`src/rtl/controle_pkg.sv`:
```
// Purpose: shared encodings for the multicycle control unit (states, opcodes, mux selects).
// Latency: n/a (constants only).
// Backpressure: n/a.
package controle_pkg;

  // State encodings (6-bit); every other value is treated as illegal
  localparam logic [5:0] ST_FETCH     = 6'd0;
  localparam logic [5:0] ST_DECODE    = 6'd1;
  localparam logic [5:0] ST_EXEC      = 6'd2;
  localparam logic [5:0] ST_R_WB      = 6'd3;
  localparam logic [5:0] ST_I_WB      = 6'd4;
  localparam logic [5:0] ST_MEM_ADDR  = 6'd5;
  localparam logic [5:0] ST_MEM_READ  = 6'd6;
  localparam logic [5:0] ST_MEM_WB    = 6'd7;
  localparam logic [5:0] ST_MEM_WRITE = 6'd8;
  localparam logic [5:0] ST_XCHG_2    = 6'd9;
  localparam logic [5:0] ST_JAL_2     = 6'd10;
  localparam logic [5:0] ST_EXC_1     = 6'd11;
  localparam logic [5:0] ST_EXC_2     = 6'd12;
  localparam logic [5:0] ST_EXC_3     = 6'd13;

  // Opcodes
  localparam logic [5:0] OP_R    = 6'h00;
  localparam logic [5:0] OP_J    = 6'h02;
  localparam logic [5:0] OP_JAL  = 6'h03;
  localparam logic [5:0] OP_BEQ  = 6'h04;
  localparam logic [5:0] OP_BNE  = 6'h05;
  localparam logic [5:0] OP_ADDI = 6'h08;
  localparam logic [5:0] OP_LW   = 6'h23;
  localparam logic [5:0] OP_SW   = 6'h2B;

  // Funct codes for opcode 0
  localparam logic [5:0] FN_XCHG  = 6'h05;
  localparam logic [5:0] FN_JR    = 6'h08;
  localparam logic [5:0] FN_BREAK = 6'h0D;
  localparam logic [5:0] FN_MFHI  = 6'h10;
  localparam logic [5:0] FN_MFLO  = 6'h12;
  localparam logic [5:0] FN_RTE   = 6'h13;
  localparam logic [5:0] FN_ADD   = 6'h20;
  localparam logic [5:0] FN_SUB   = 6'h22;
  localparam logic [5:0] FN_AND   = 6'h24;
  localparam logic [5:0] FN_SLT   = 6'h2A;

  // mem_add
  localparam logic [1:0] MA_PC     = 2'b00;
  localparam logic [1:0] MA_ALUOUT = 2'b01;
  localparam logic [1:0] MA_VETOR  = 2'b10;

  // pc_source
  localparam logic [2:0] PCS_JUMP   = 3'b000;
  localparam logic [2:0] PCS_ALU    = 3'b001;
  localparam logic [2:0] PCS_EPC    = 3'b010;
  localparam logic [2:0] PCS_ALUOUT = 3'b011;
  localparam logic [2:0] PCS_VETOR  = 3'b100;

  // alu_control
  localparam logic [2:0] ALU_PASS = 3'b000;
  localparam logic [2:0] ALU_ADD  = 3'b001;
  localparam logic [2:0] ALU_SUB  = 3'b010;
  localparam logic [2:0] ALU_AND  = 3'b011;
  localparam logic [2:0] ALU_SLT  = 3'b111;

  // alu_src_b
  localparam logic [2:0] SRCB_B     = 3'b000;
  localparam logic [2:0] SRCB_IMM   = 3'b001;
  localparam logic [2:0] SRCB_4     = 3'b011;
  localparam logic [2:0] SRCB_IMMSH = 3'b100;

  // reg_dest
  localparam logic [2:0] RD_RT = 3'b000;
  localparam logic [2:0] RD_RD = 3'b001;
  localparam logic [2:0] RD_RA = 3'b010;
  localparam logic [2:0] RD_RS = 3'b011;

  // reg_data
  localparam logic [3:0] DAT_ALUOUT = 4'b0000;
  localparam logic [3:0] DAT_HILO   = 4'b0001;
  localparam logic [3:0] DAT_MDR    = 4'b0010;
  localparam logic [3:0] DAT_PC     = 4'b0011;
  localparam logic [3:0] DAT_B      = 4'b0100;
  localparam logic [3:0] DAT_XCHG   = 4'b0101;

  // exc_cause
  localparam logic [1:0] EXC_NONE   = 2'b00;
  localparam logic [1:0] EXC_OPCODE = 2'b01;
  localparam logic [1:0] EXC_OVF    = 2'b10;

endpackage

```
`src/rtl/contador_espera.sv`:
```
// Purpose: memory wait counter; load sets MEM_WAIT, then counts down to 0 and holds.
// Latency: fim is high in the cycle the count reaches 0 (MEM_WAIT cycles after load).
// Backpressure: none; load has priority over counting.
// Ports: clock, reset (async active-low), carga (load), fim (count is 0).
module contador_espera #(
  parameter int MEM_WAIT = 2
) (
  input  logic clock,
  input  logic reset,
  input  logic carga,
  output logic fim
);

  localparam logic [2:0] VALOR = 3'(MEM_WAIT);

  logic [2:0] cnt;

  always_ff @(posedge clock or negedge reset) begin
    if (!reset) begin
      cnt <= 3'd0;
    end else if (carga) begin
      cnt <= VALOR;
    end else if (cnt != 3'd0) begin
      cnt <= cnt - 3'd1;
    end
  end

  assign fim = (cnt == 3'd0);

endmodule

```
`src/rtl/controle_multiciclo.sv`:
```
// Purpose: multicycle MIPS-style control FSM with invalid-opcode and overflow exceptions.
// Latency: FETCH MEM_WAIT+1 cycles, DECODE/EXEC 1 each, loads add MEM_WAIT read cycles.
// Backpressure: none; memory is modelled as a fixed MEM_WAIT-cycle latency.
// Ports: clock, reset (async active-low); opcode/funct from IR; alu_overflow/alu_zero flags;
//        write strobes, mux selects (mem_add, pc_source, alu_*, reg_dest, reg_data, mux_hilo),
//        estado (current state) and exc_cause (sticky cause of the last exception).
module controle_multiciclo
  import controle_pkg::*;
#(
  parameter int MEM_WAIT   = 2,
  parameter bit OVF_EXC_EN = 1'b1
) (
  input  logic       clock,
  input  logic       reset,
  input  logic [5:0] opcode,
  input  logic [5:0] funct,
  input  logic       alu_overflow,
  input  logic       alu_zero,
  output logic       pc_write,
  output logic       pc_write_cond,
  output logic       ir_write,
  output logic       mem_write,
  output logic       reg_a_write,
  output logic       reg_b_write,
  output logic       reg_write,
  output logic       epc_write,
  output logic       xchg_reg_write,
  output logic [1:0] mem_add,
  output logic [2:0] pc_source,
  output logic [2:0] alu_control,
  output logic       alu_src_a,
  output logic [2:0] alu_src_b,
  output logic [2:0] reg_dest,
  output logic [3:0] reg_data,
  output logic       mux_hilo,
  output logic [5:0] estado,
  output logic [1:0] exc_cause
);

  logic [5:0] estado_r, estado_prox;
  logic [5:0] op_r, fn_r;
  logic [1:0] causa_r, causa_prox;
  logic       ativo;   // low from reset until the first edge after release
  logic       carga, fim;
  logic       r_ovf, i_ovf;

  // Only add/sub/addi trap on overflow; and/slt never do.
  assign r_ovf = OVF_EXC_EN && alu_overflow && ((fn_r == FN_ADD) || (fn_r == FN_SUB));
  assign i_ovf = OVF_EXC_EN && alu_overflow;

  // The counter is armed on entry to FETCH, MEM_ADDR and EXC_1. Arming one
  // state early for MEM_READ/EXC_2 makes those states last exactly MEM_WAIT
  // cycles, while FETCH (armed on entry) lasts MEM_WAIT+1.
  assign carga = !ativo ||
                 (((estado_prox == ST_FETCH) || (estado_prox == ST_MEM_ADDR) ||
                   (estado_prox == ST_EXC_1)) && (estado_prox != estado_r));

  contador_espera #(.MEM_WAIT(MEM_WAIT)) u_espera (
    .clock (clock),
    .reset (reset),
    .carga (carga),
    .fim   (fim)
  );

  always_ff @(posedge clock or negedge reset) begin
    if (!reset) begin
      estado_r <= ST_FETCH;
      ativo    <= 1'b0;
      causa_r  <= EXC_NONE;
      op_r     <= 6'd0;
      fn_r     <= 6'd0;
    end else begin
      ativo    <= 1'b1;
      estado_r <= estado_prox;
      causa_r  <= causa_prox;
      if (estado_r == ST_DECODE) begin
        op_r <= opcode;
        fn_r <= funct;
      end
    end
  end

  assign estado    = estado_r;
  assign exc_cause = causa_r;

  // Next state and exception cause
  always_comb begin
    estado_prox = estado_r;
    causa_prox  = causa_r;
    if (!ativo) begin
      estado_prox = ST_FETCH;
    end else begin
      case (estado_r)
        ST_FETCH:  if (fim) estado_prox = ST_DECODE;
        ST_DECODE: estado_prox = ST_EXEC;
        ST_EXEC: begin
          case (op_r)
            OP_R: begin
              case (fn_r)
                FN_ADD, FN_SUB, FN_AND, FN_SLT:             estado_prox = ST_R_WB;
                FN_JR, FN_MFHI, FN_MFLO, FN_BREAK, FN_RTE:  estado_prox = ST_FETCH;
                FN_XCHG:                                    estado_prox = ST_XCHG_2;
                default: begin
                  estado_prox = ST_EXC_1;
                  causa_prox  = EXC_OPCODE;
                end
              endcase
            end
            OP_J, OP_BEQ, OP_BNE: estado_prox = ST_FETCH;
            OP_JAL:               estado_prox = ST_JAL_2;
            OP_LW, OP_SW:         estado_prox = ST_MEM_ADDR;
            OP_ADDI:              estado_prox = ST_I_WB;
            default: begin
              estado_prox = ST_EXC_1;
              causa_prox  = EXC_OPCODE;
            end
          endcase
        end
        ST_R_WB: begin
          estado_prox = ST_FETCH;
          if (r_ovf) begin
            estado_prox = ST_EXC_1;
            causa_prox  = EXC_OVF;
          end
        end
        ST_I_WB: begin
          estado_prox = ST_FETCH;
          if (i_ovf) begin
            estado_prox = ST_EXC_1;
            causa_prox  = EXC_OVF;
          end
        end
        ST_MEM_ADDR:  estado_prox = (op_r == OP_LW) ? ST_MEM_READ : ST_MEM_WRITE;
        ST_MEM_READ:  if (fim) estado_prox = ST_MEM_WB;
        ST_EXC_1:     estado_prox = ST_EXC_2;
        ST_EXC_2:     if (fim) estado_prox = ST_EXC_3;
        ST_MEM_WB, ST_MEM_WRITE, ST_XCHG_2, ST_JAL_2, ST_EXC_3: estado_prox = ST_FETCH;
        default:      estado_prox = ST_FETCH;
      endcase
    end
  end

  // Outputs; everything is held at 0 until the first edge after reset.
  always_comb begin
    pc_write       = 1'b0;
    pc_write_cond  = 1'b0;
    ir_write       = 1'b0;
    mem_write      = 1'b0;
    reg_a_write    = 1'b0;
    reg_b_write    = 1'b0;
    reg_write      = 1'b0;
    epc_write      = 1'b0;
    xchg_reg_write = 1'b0;
    mem_add        = MA_PC;
    pc_source      = PCS_JUMP;
    alu_control    = ALU_PASS;
    alu_src_a      = 1'b0;
    alu_src_b      = SRCB_B;
    reg_dest       = RD_RT;
    reg_data       = DAT_ALUOUT;
    mux_hilo       = 1'b0;
    if (ativo) begin
      case (estado_r)
        ST_FETCH: begin
          if (fim) begin
            ir_write    = 1'b1;
            pc_write    = 1'b1;
            pc_source   = PCS_ALU;
            alu_control = ALU_ADD;
            alu_src_b   = SRCB_4;
          end
        end
        ST_DECODE: begin
          reg_a_write = 1'b1;
          reg_b_write = 1'b1;
          alu_control = ALU_ADD;
          alu_src_b   = SRCB_IMMSH;
        end
        ST_EXEC: begin
          case (op_r)
            OP_R: begin
              case (fn_r)
                FN_ADD: begin alu_src_a = 1'b1; alu_control = ALU_ADD; end
                FN_SUB: begin alu_src_a = 1'b1; alu_control = ALU_SUB; end
                FN_AND: begin alu_src_a = 1'b1; alu_control = ALU_AND; end
                FN_SLT: begin alu_src_a = 1'b1; alu_control = ALU_SLT; end
                FN_JR: begin
                  alu_src_a = 1'b1;
                  pc_write  = 1'b1;
                  pc_source = PCS_ALU;
                end
                FN_MFHI, FN_MFLO: begin
                  reg_write = 1'b1;
                  reg_dest  = RD_RD;
                  reg_data  = DAT_HILO;
                  mux_hilo  = (fn_r == FN_MFLO);
                end
                FN_BREAK: begin
                  // PC was already advanced in FETCH; step it back by 4
                  alu_control = ALU_SUB;
                  alu_src_b   = SRCB_4;
                  pc_write    = 1'b1;
                  pc_source   = PCS_ALU;
                end
                FN_RTE: begin
                  pc_write  = 1'b1;
                  pc_source = PCS_EPC;
                end
                FN_XCHG: begin
                  // Stash A, write old B into rs; XCHG_2 moves the stash into rt
                  xchg_reg_write = 1'b1;
                  reg_write      = 1'b1;
                  reg_dest       = RD_RS;
                  reg_data       = DAT_B;
                end
                default: ;
              endcase
            end
            OP_J: begin
              pc_write  = 1'b1;
              pc_source = PCS_JUMP;
            end
            OP_JAL: begin
              reg_write = 1'b1;
              reg_dest  = RD_RA;
              reg_data  = DAT_PC;
            end
            OP_BEQ, OP_BNE: begin
              // Compare runs here; alu_zero is the live flag of this compare,
              // so pc_write_cond leaves already qualified by branch sense.
              alu_src_a     = 1'b1;
              alu_control   = ALU_SUB;
              pc_source     = PCS_ALUOUT;
              pc_write_cond = (op_r == OP_BEQ) ? alu_zero : !alu_zero;
            end
            OP_ADDI: begin
              alu_src_a   = 1'b1;
              alu_control = ALU_ADD;
              alu_src_b   = SRCB_IMM;
            end
            default: ;
          endcase
        end
        ST_R_WB: begin
          reg_write = !r_ovf;
          reg_dest  = RD_RD;
          reg_data  = DAT_ALUOUT;
        end
        ST_I_WB: begin
          reg_write = !i_ovf;
          reg_dest  = RD_RT;
          reg_data  = DAT_ALUOUT;
        end
        ST_MEM_ADDR: begin
          alu_src_a   = 1'b1;
          alu_control = ALU_ADD;
          alu_src_b   = SRCB_IMM;
        end
        ST_MEM_READ: mem_add = MA_ALUOUT;
        ST_MEM_WB: begin
          reg_write = 1'b1;
          reg_dest  = RD_RT;
          reg_data  = DAT_MDR;
        end
        ST_MEM_WRITE: begin
          mem_add   = MA_ALUOUT;
          mem_write = 1'b1;
        end
        ST_XCHG_2: begin
          reg_write = 1'b1;
          reg_dest  = RD_RT;
          reg_data  = DAT_XCHG;
        end
        ST_JAL_2: begin
          pc_write  = 1'b1;
          pc_source = PCS_JUMP;
        end
        ST_EXC_1: begin
          epc_write   = 1'b1;
          alu_control = ALU_SUB;
          alu_src_b   = SRCB_4;
        end
        ST_EXC_2: mem_add = MA_VETOR;
        ST_EXC_3: begin
          pc_write  = 1'b1;
          pc_source = PCS_VETOR;
        end
        default: ;
      endcase
    end
  end

endmodule
```
`config.mk`:
```
export PLATFORM = sky130hd
export DESIGN_NAME = controle_multiciclo
export DESIGN_NICKNAME = d
export VERILOG_FILES = /design/src/rtl/controle_pkg.sv /design/src/rtl/contador_espera.sv /design/src/rtl/controle_multiciclo.sv
export SDC_FILE = /design/constraint.sdc
export NUM_CORES = 1
export LEC_CHECK = 0
export BUFFER_PORTS_ARGS = -buffer_cell sky130_fd_sc_hd__buf_2
export CAP_MARGIN = 10
export CORE_ASPECT_RATIO = 0.8
export CORE_MARGIN = 2
export CORE_UTILIZATION = 35
export DETAILED_ROUTE_END_ITERATION = 16
export HOLD_SLACK_MARGIN = 0.06
export SYNTH_ARGS = -nofsm -noshare
export SYNTH_HDL_FRONTEND = slang
export SYNTH_SLANG_ARGS = --single-unit
```
`constraint.sdc`:
```
create_clock -name clock -period 3.85 [get_ports clock]
set_input_delay 0.77 -clock clock [delete_from_list [all_inputs] [get_ports clock]]
set_output_delay 0.77 -clock clock [all_outputs]
set_load 0.005 [all_outputs]
```
==> results.md <==
- Status: completed
- Setup CP Type: reg -> out
- Hold buffer count at CTS: 0
- CTS tree: built
- DR pass1 iterations: 5
- Slew HR: 0.485
- Crit path cell chain: nor3_2 -> and4b_1 -> o211ai_1 -> nand2_1 -> nor3_1 -> nor2_1 -> buf_2
- Final ANT Viol Nets: 0
- Wirelength per Cell: 17.1 um
- Root buffer cell: clkbuf_8
- Worst hold path type: in -> async
- Initial DRC count: 213
- Largest net degree at the start of global routing: 27
- Number of synthesized flops with an enable pin: 0
- Critical path peak fanout: 10
- Routability Congestion: 1.03
- Max Clk Rate: 305 MHz
- Crit end category: output pin
- # DRC: 0
- Io pins: 53
- Die Y: 76.6 um
- Num CTS Buffers: 3
- Worst Tran Pin Value: 769 ps
- Main synth FF type: dfrtp_1
- Via/cell ratio: 5.84
- Die X: 94.7 um
- Post-Syn Area: 2300 sq um
- Syn avg cell area: 7.76 sq um
- Period Utilization, post-route: 0.851
- H-tree lvl count: 1
- Diode count: 0
- RSZ-0062 raised after global routing: no
- Yosys cell types: 66
- DP Wirelength: 5.40 mm
- Ys async rst share: 1.00
- Critical path's top delay family: simple AND/OR/NAND/NOR gates
- Worst-skew pair later-pin latency: 280 ps
- Worst endpoint data arrival time: 2510 ps
- Slew Limit Fails: 0
- Grt ovf: 0
- PwrDens: 195 nW/um^2
- Starting Density: 0.361
- Vias in the first global route: 2253
- WP data required: 3080 ps
- Final Setup Violations: 0
- Layout area overhead: 14.3%
- Slowest cell on the critical path: nor3_2
- Clock buffer depth: 2
- Initial antenna violation count: 0
- Top-count cell post-synth: nor2_1
- Fillers: 681
- Register area: 601 sq um
- Resized Gates After CTS: 0
- Minimum clock period: 3280 ps
- Syn Inst Count: 297
- Fin. Hold Viols: 0
- Leading area contributor after synthesis: dfrtp_1
- Buffer and inverter count on the worst path: 1
- Total GRT Usage: 0.203
- Post-layout util: 0.413
- Crit path largest cell delay: 640 ps
- Most area-consuming cells after synthesis: dfrtp_1 (26%), mux2_2 (7.3%), nor2_1 (6.4%)
- # rows: 26
- Post-synth top cells: nor2_1 (39), a21oi_1 (25), dfrtp_1 (24)
- Layout cells sized above 1: 0.281
- Clk sink count: 24
- Final Skew: 5.41 ps
- Seq/Total Area, Yosys: 0.261
- Share of the synthesized area in the top cell type: 0.261
- Count of warnings emitted by yosys: 0
- First-pass GRT wire length: 11.5 mm
- Internal reg-to-reg setup slack: 840 ps
- Layout net count: 355
- Vias: 2449
- Leakage power: 1.09 nW
- Startpoint Class: register
- Setup_tns: 0 ps
- Clk slew on worst S/H paths: 80 ps
- Maximum VDD drop: 0.0879 mV
- Overall power of the completed layout: 0.514 mW
- Multi-input logic area: 1560 sq um
- Core ar.: 6380 sq um
- FF+latch count, synth: 24
- Postcts setup bufs: 0
- Number of port buffers: 50
- Die Area: 7250 sq um
- Max cap viols: 0
- Final wirelength: 7.17 mm
[path summary, 6_finish.rpt]
check / from / to / depth (start not counted)
min in group clock: exc_cause[1] / exc_cause[1] / 1
max in group asynchronous: reset / op_r[1] / 1
worst min register to register: exc_cause[1] / exc_cause[1] / 1
worst min-delay path: reset / op_r[4] / 1
worst max register to register: estado[4] / u_espera.cnt[1] / 8
worst max-delay path: estado[4] / reg_write / 7
[layout by cell type (no fill, tap or decap), drive strengths merged, types with 2 or more instances in the layout]
cell / n
mux2i: 3
inv: 6
o211a: 2
nor4: 7
nor2: 40
a21oi: 26
nor3b: 4
nand2: 23
or2: 3
a31oi: 3
conb: 5
nor2b: 6
o31ai: 4
or3: 6
o211ai: 5
a21o: 2
ha: 2
a211o: 3
nand3b: 3
o21ai: 8
nand3: 11
mux2: 15
xnor2: 4
a211oi: 5
o21a: 3
clkbuf: 3
o2111ai: 2
buf: 57
dfrtp: 24
nand4: 2
nor3: 21
nor4b: 2
nand2b: 7
[metal layers]
| metal | track usage | up-vias | routed length (um) |
|---|---|---|---|
| met1 | 0.295 | 1143 | 3260 |
| met3 | 0.0554 | 17 | 736 |
| met5 | 0 | - | 0 |
| li1 | - | 1166 | - |
| met4 | 0.0580 | 0 | 155 |
| met2 | 0.290 | 123 | 3020 |
[flip-flops by register name (all words and copies together), names as in the netlist]
signal	cells
u_espera.cnt	3
exc_cause	2
fn_r	6
estado	6
op_r	6
ativo	1
[power by group]
part           internal, mW  switching [mW]
clock                0.0705          0.0877
sequential            0.261          0.0220
combinational        0.0311          0.0421
[cells by family after synthesis]
family	count (synthesis)	share of synthesized area
AND/OR/NAND/NOR	140	0.322
AO/OA/AOI/OAI	76	0.235
buffers and inverters	31	0.0668
flip-flops	24	0.261
multiplexers	18	0.0864
XOR/XNOR	4	0.0152
adder cells (fa/ha/maj)	2	0.0109
other	2	0.00326
[per-stage QoR]
stage / hold slack, ps / cell area [sq um] / instances / setup WS, ps
after floorplan: 474 / 2310 / 300 / 1260
after global placement: 493 / 2590 / 416 / 918
after detailed placement: 510 / 2590 / 416 / 924
after CTS: 494 / 2630 / 419 / 638
after global routing: 521 / 2630 / 419 / 444
final: 466 / 2630 / 419 / 575
[worst reg2reg max path: cells and delay by family (launching register included)]
family,cells,cell delay [ps]
and+or+nand+nor,3,1320
AOI/OAI and AO/OA,5,1170
DFF,1,420
[layout make-up]
type	count	area share
inverter	6	0.00856
multi-input combinational	245	0.593
sequential	24	0.228
tap	84	0.0399
timing repair buffer	57	0.115
clock buffer	3	0.0157
Note: power is estimated with default switching activity, not from simulation.
